==> config.mk <==
export PLATFORM = sky130hd
export DESIGN_NAME = efuse_macro_emu
export DESIGN_NICKNAME = d
export VERILOG_FILES = /design/src/rtl/efuse_macro_emu.sv
export SDC_FILE = /design/constraint.sdc
export NUM_CORES = 1
export LEC_CHECK = 0
export ABC_AREA = 1
export BUFFER_PORTS_ARGS = -buffer_cell sky130_fd_sc_hd__buf_4
export CAP_MARGIN = 0
export CORE_MARGIN = 4
export CORE_UTILIZATION = 60
export DETAILED_ROUTE_END_ITERATION = 16
export HOLD_SLACK_MARGIN = 0.12
export PLACE_DENSITY = 0.78
export SETUP_SLACK_MARGIN = 0.15
export SLEW_MARGIN = 20
export SYNTH_ARGS = -nofsm -noshare
export SYNTH_HDL_FRONTEND = slang
export SYNTH_SLANG_ARGS = --single-unit
==> constraint.sdc <==
create_clock -name clk -period 10.85 [get_ports clk]
set_input_delay 1.085 -clock clk [delete_from_list [all_inputs] [get_ports clk]]
set_output_delay 1.085 -clock clk [all_outputs]
set_load 0.01 [all_outputs]
==> src/rtl/efuse_macro_emu.sv <==
// efuse_macro_emu: responder model of the 256-bit eFuse macro (one-time 0->1 fuses, byte reads).
// Define EFUSE_EMU_CHK_EN to add pulse-width/protocol checking and the sticky emu_err flags.
module efuse_macro_emu #(
    parameter int unsigned  TRD_MIN  = 2,
    parameter int unsigned  TPGM_MIN = 3,
    parameter logic [255:0] INIT_VAL = 256'h0
) (
    input  logic       clk,
    input  logic       rst,
    input  logic       efuse_pgmen_i,
    input  logic       efuse_rden_i,
    input  logic       efuse_aen_i,
    input  logic [7:0] efuse_addr_i,
    output logic [7:0] efuse_rdata_o,
    output logic [8:0] emu_pgm_cnt,
    output logic [2:0] emu_err,
    input  logic       emu_err_clr,
    output logic       emu_busy
);
    typedef enum logic [1:0] {StIdle, StRdAct, StPgmAct} state_e;

    state_e       r_state;
    logic         r_busy;
    logic [255:0] r_array;
    logic [7:0]   r_addr;
    logic         r_aen_prev;
    logic [7:0]   r_rdata;
    logic [8:0]   r_pgm_cnt;
    logic         w_rise;
    logic         w_rd_ok;
    logic         w_pgm_ok;

    assign w_rise        = efuse_aen_i & ~r_aen_prev;
    assign efuse_rdata_o = r_rdata;
    assign emu_pgm_cnt   = r_pgm_cnt;
    assign emu_busy      = r_busy;

`ifdef EFUSE_EMU_CHK_EN
    logic [9:0] r_cnt;
    logic [2:0] r_err;
    logic [2:0] w_err_set;
    logic       w_mode_pin;

    assign w_rd_ok  = (r_cnt >= 10'(TRD_MIN));
    assign w_pgm_ok = (r_cnt >= 10'(TPGM_MIN));
    assign emu_err  = r_err;

    always_comb begin
        w_mode_pin = (r_state == StRdAct) ? efuse_rden_i : efuse_pgmen_i;
        w_err_set  = 3'b000;
        if (r_state == StIdle && w_rise && efuse_pgmen_i && efuse_rden_i) begin
            w_err_set[2] = 1'b1;
        end
        if (r_state != StIdle && efuse_aen_i && (efuse_addr_i != r_addr || !w_mode_pin)) begin
            w_err_set[1] = 1'b1;
        end
        if (r_state == StRdAct && !efuse_aen_i && !w_rd_ok) begin
            w_err_set[0] = 1'b1;
        end
        if (r_state == StPgmAct && !efuse_aen_i && !w_pgm_ok) begin
            w_err_set[0] = 1'b1;
        end
    end

    always_ff @(posedge clk or posedge rst) begin
        if (rst) begin
            r_cnt <= '0;
            r_err <= '0;
        end else begin
            // A coincident set survives the clear.
            r_err <= (emu_err_clr ? 3'b000 : r_err) | w_err_set;
            if (r_state == StIdle && w_rise) begin
                r_cnt <= 10'd1;
            end else if (r_state != StIdle && efuse_aen_i && r_cnt != 10'd1023) begin
                r_cnt <= r_cnt + 10'd1;
            end
        end
    end
`else
    logic w_unused;

    assign w_rd_ok  = 1'b1;
    assign w_pgm_ok = 1'b1;
    assign emu_err  = 3'b000;
    assign w_unused = ^{emu_err_clr, 10'(TRD_MIN), 10'(TPGM_MIN)};
`endif

    always_ff @(posedge clk or posedge rst) begin
        if (rst) begin
            r_state    <= StIdle;
            r_busy     <= 1'b0;
            r_array    <= INIT_VAL;
            r_addr     <= '0;
            r_aen_prev <= 1'b0;
            r_rdata    <= '0;
            r_pgm_cnt  <= '0;
        end else begin
            r_aen_prev <= efuse_aen_i;
            unique case (r_state)
                StIdle: begin
                    // Conflicting or absent mode pins leave the pulse without effect.
                    if (w_rise && (efuse_rden_i ^ efuse_pgmen_i)) begin
                        r_addr  <= efuse_addr_i;
                        r_busy  <= 1'b1;
                        r_state <= efuse_rden_i ? StRdAct : StPgmAct;
                    end
                end
                StRdAct: begin
                    if (!efuse_aen_i) begin
                        r_rdata <= w_rd_ok ? r_array[{r_addr[7:3], 3'b000} +: 8] : 8'h00;
                        r_busy  <= 1'b0;
                        r_state <= StIdle;
                    end
                end
                StPgmAct: begin
                    if (!efuse_aen_i) begin
                        if (w_pgm_ok && !r_array[r_addr]) begin
                            r_array[r_addr] <= 1'b1;
                            if (r_pgm_cnt != 9'd256) begin
                                r_pgm_cnt <= r_pgm_cnt + 9'd1;
                            end
                        end
                        r_busy  <= 1'b0;
                        r_state <= StIdle;
                    end
                end
                default: begin
                    r_busy  <= 1'b0;
                    r_state <= StIdle;
                end
            endcase
        end
    end
endmodule

==> results.md <==
- Final GP Congestion: 0.909
- Grt ovf: 0
- Avg Cell Area, Syn: 7.28 µm²
- RSZ-0062 raised after global routing: no
- Area Overhead vs Synth: 8.90%
- All-Layer GR Usage: 34.0%
- Power density over the cells: 257 mW/mm²
- Seq/Total Area, Yosys: 45.7%
- Endpoint class of the critical path: register
- First-pass iteration count of the detailed router: 6
- Final hold vios: 0
- Synthesized area: 0.0156 mm²
- Worst path cell trace: buf_4 > inv_2 > buf_4 > nand2_1 > nor2_1 > a21oi_1 > nand2_1 > nand2_1 > nand2_1 > o21bai_1 > nand2_1 > nor2_1 > nor2_1 > nor2_1 > nand2_4 > buf_12 > buf_16 > o21ai_0
- Skew-Pair Late Insertion Delay: 0.57 ns
- Count of final max-slew check failures: 0
- Total CTS buffers: 31
- Final Cycle Share: 49.1%
- # Post-CTS Setup Buffers: 0
- Layout cells sized above 1: 6.46%
- Req. time, crit path: 11.32 ns
- Status: completed
- Cts repair resizes: 0
- Yosys warning total: 0
- Reg clk slew, reported paths: 0.06 ns
- Setup violators final: 0
- CTS sink count: 285
- Max_cap viols: 0
- CP Launch Point: r_addr[1]
- CTS tree: yes
- Unique masters post-synth: 30
- Startpoint Class: register
- Synth Register Bits: 285
- DIE AREA: 0.0286 mm²
- Crit-path most repeated cell: nand2_1
- Core area: 0.0254 mm²
- Synth Instances: 2143
- Slew margin rel.: 17.8%
- Final WL: 49300 µm
- Lkg Pwr: 8.05 nW
- Final ANT Viol Nets: 0
- Drt wl/cell: 20.2 µm
- Worst Skew: 0.0146 ns
- CP Buf/Inv Count: 5
- CP max stage delay: 0.92 ns
- Fillers: 2206
- H-tree depth: 1
- Largest net degree at the start of global routing: 257
- Drt drc: 0
- Worst hold path class: register to register
- Clock tree buffer depth: 3
- Worst-Margin Slew: 1.23 ns
- Detailed Place HPWL: 29500 µm
- Highest clock rate: 188 MHz
- Setup TNS: 0 ns
- Initial antenna violation count: 0
- Worst Hold Slack: 0.477 ns
- Die H: 169 µm
- FP Rows: 58
- Initial Util: 61.4%
- Ports: 35
- Worst r2r src: r_addr[1]
- # nets final: 2101
- Hold Startpoint: r_array[84]
- CP delay by family, top: simple AND/OR/NAND/NOR gates
- Vias in the first global route: 14094
- Root buf cell: clkbuf_16
- Vias: 15216
- Worst-path fanout max: 154
- ANT cells: 0
- Worst VDD drop: 0.000174 V
- CP Class: register to register
- Die span in x: 169 µm
- Vias per cell: 6.25
- Iter 0 DRT Violations: 2384
- I/O Buffers: 30
- Tmin final: 5.33 ns
- Hold-fix buffers, CTS: 0
- CP max stage cell: dfrtp_2
- CP arrival: 5.80 ns
- First-pass GRT wire length: 77900 µm
[cell families after synthesis]
kind of cell | Yosys count | synth area share, %
AOI/OAI and AO/OA | 601 | 21.7
xor gates and xnor gates | 7 | 0.393
adders and majority gates | 5 | 0.401
buffers and inverters | 334 | 8.56
DFF | 285 | 45.7
other | 1 | 0.0240
and+or+nand+nor | 910 | 23.2
[synthesized netlist by cell type]
master | n | share of area [%]
o21bai_1 | 109 | 5.2
clkbuf_1 | 86 | 2.1
buf_4 | 4 | 0.19
a31oi_1 | 8 | 0.32
nor4_1 | 1 | 0.040
a21oi_1 | 141 | 4.5
buf_2 | 47 | 1.5
and3_1 | 1 | 0.040
nand4_1 | 54 | 2.2
nor3_1 | 1 | 0.032
xnor2_1 | 3 | 0.17
buf_6 | 1 | 0.072
nor2_1 | 111 | 2.7
o21ai_1 | 136 | 4.4
nand2_1 | 688 | 17
o22ai_1 | 1 | 0.040
inv_1 | 175 | 4.2
conb_1 | 1 | 0.024
a22oi_1 | 1 | 0.048
inv_2 | 2 | 0.048
a41oi_1 | 13 | 0.73
ha_1 | 5 | 0.40
buf_1 | 16 | 0.39
clkinv_1 | 3 | 0.072
xor2_1 | 4 | 0.22
o211ai_1 | 11 | 0.53
o2111ai_1 | 2 | 0.11
nand3_1 | 54 | 1.7
o21ai_0 | 179 | 5.7
dfrtp_1 | 285 | 46
[state kept, by name, indices dropped and copies added, names as in the netlist]
name           count
efuse_rdata_o      8
emu_pgm_cnt        9
r_addr             8
emu_busy           1
r_state            2
r_aen_prev         1
r_array          256
[where the power goes]
group / leakage (nW) / switching, mW / internal, mW
Combinational: 4.37 / 1.44 / 0.499
Sequential: 3.15 / 0.182 / 1.16
Clock: 0.524 / 0.443 / 0.655
Total: 8.05 / 2.06 / 2.31
[cells in the final DEF (no fill, tap or decap), types with 2 or more instances in the layout]
master	netlist	final
inv_2	2	3
o21ai_1	136	136
a21oi_1	141	141
nand2_1	688	687
bufinv_16	0	3
nor2_2	0	17
buf_4	4	55
clkbuf_1	86	6
clkinv_2	0	6
xnor2_1	3	3
a41oi_1	13	13
clkbuf_8	0	9
nand4_1	54	54
o21ai_0	179	179
ha_1	5	5
o21bai_1	109	109
clkinv_1	3	2
a31oi_1	8	8
buf_16	0	2
nor2_1	111	92
dfrtp_1	285	282
clkbuf_16	0	31
dfrtp_4	0	2
nand3_1	54	54
o2111ai_1	2	2
conb_1	1	3
nor2_4	0	2
o211ai_1	11	11
inv_1	175	174
xor2_1	4	4
[worst paths after layout]
kind / end / cells after the start / slack, ns
setup / recovery: r_array[56] / 18 / 5.52
hold / removal: r_array[84] / 2 / 0.48
setup reg to reg: r_array[56] / 18 / 5.52
hold reg to reg: r_array[84] / 2 / 0.48
max in group asynchronous: r_array[59] / 3 / 8.59
min in group asynchronous: r_array[196] / 2 / 0.72
[tightest hold or removal path: stages, from the launching register on]
cell     delay, ns
dfrtp_1       0.32
inv_1         0.05
o21ai_1       0.07
[routing by layer]
metal	wire length [µm]	GRT usage, %
met1	19800	49.6
met4	2450	14.0
met2	21000	50.1
met5	0	0
met3	6050	6.59
[layout make-up]
class                           count  area [µm²]  share of cell area, %
Clock inverter                     11         136                  0.803
Multi-Input combinational cell   1526        7200                   42.4
Clock buffer                       46         922                   5.43
Inverter                          180         683                   4.02
Timing Repair Buffer               58         488                   2.87
Tap cell                          330         413                   2.43
Sequential cell                   285        7140                   42.0
[through the flow]
stage	area, µm²	power [mW]	worst slack [ns]	std cells	util, %
final	17000	4.37	5.52	2436	66.9
after global routing	17000	4.58	5.39	2436	66.9
after CTS	16900	4.28	5.92	2434	66.6
after detailed placement	15900	3.18	5.94	2377	62.4
after global placement	15900	3.15	6.02	2377	62.4
after floorplan	15600	2.54	1.90	2145	-
No activity file was read; power rests on OpenSTA's default activity.
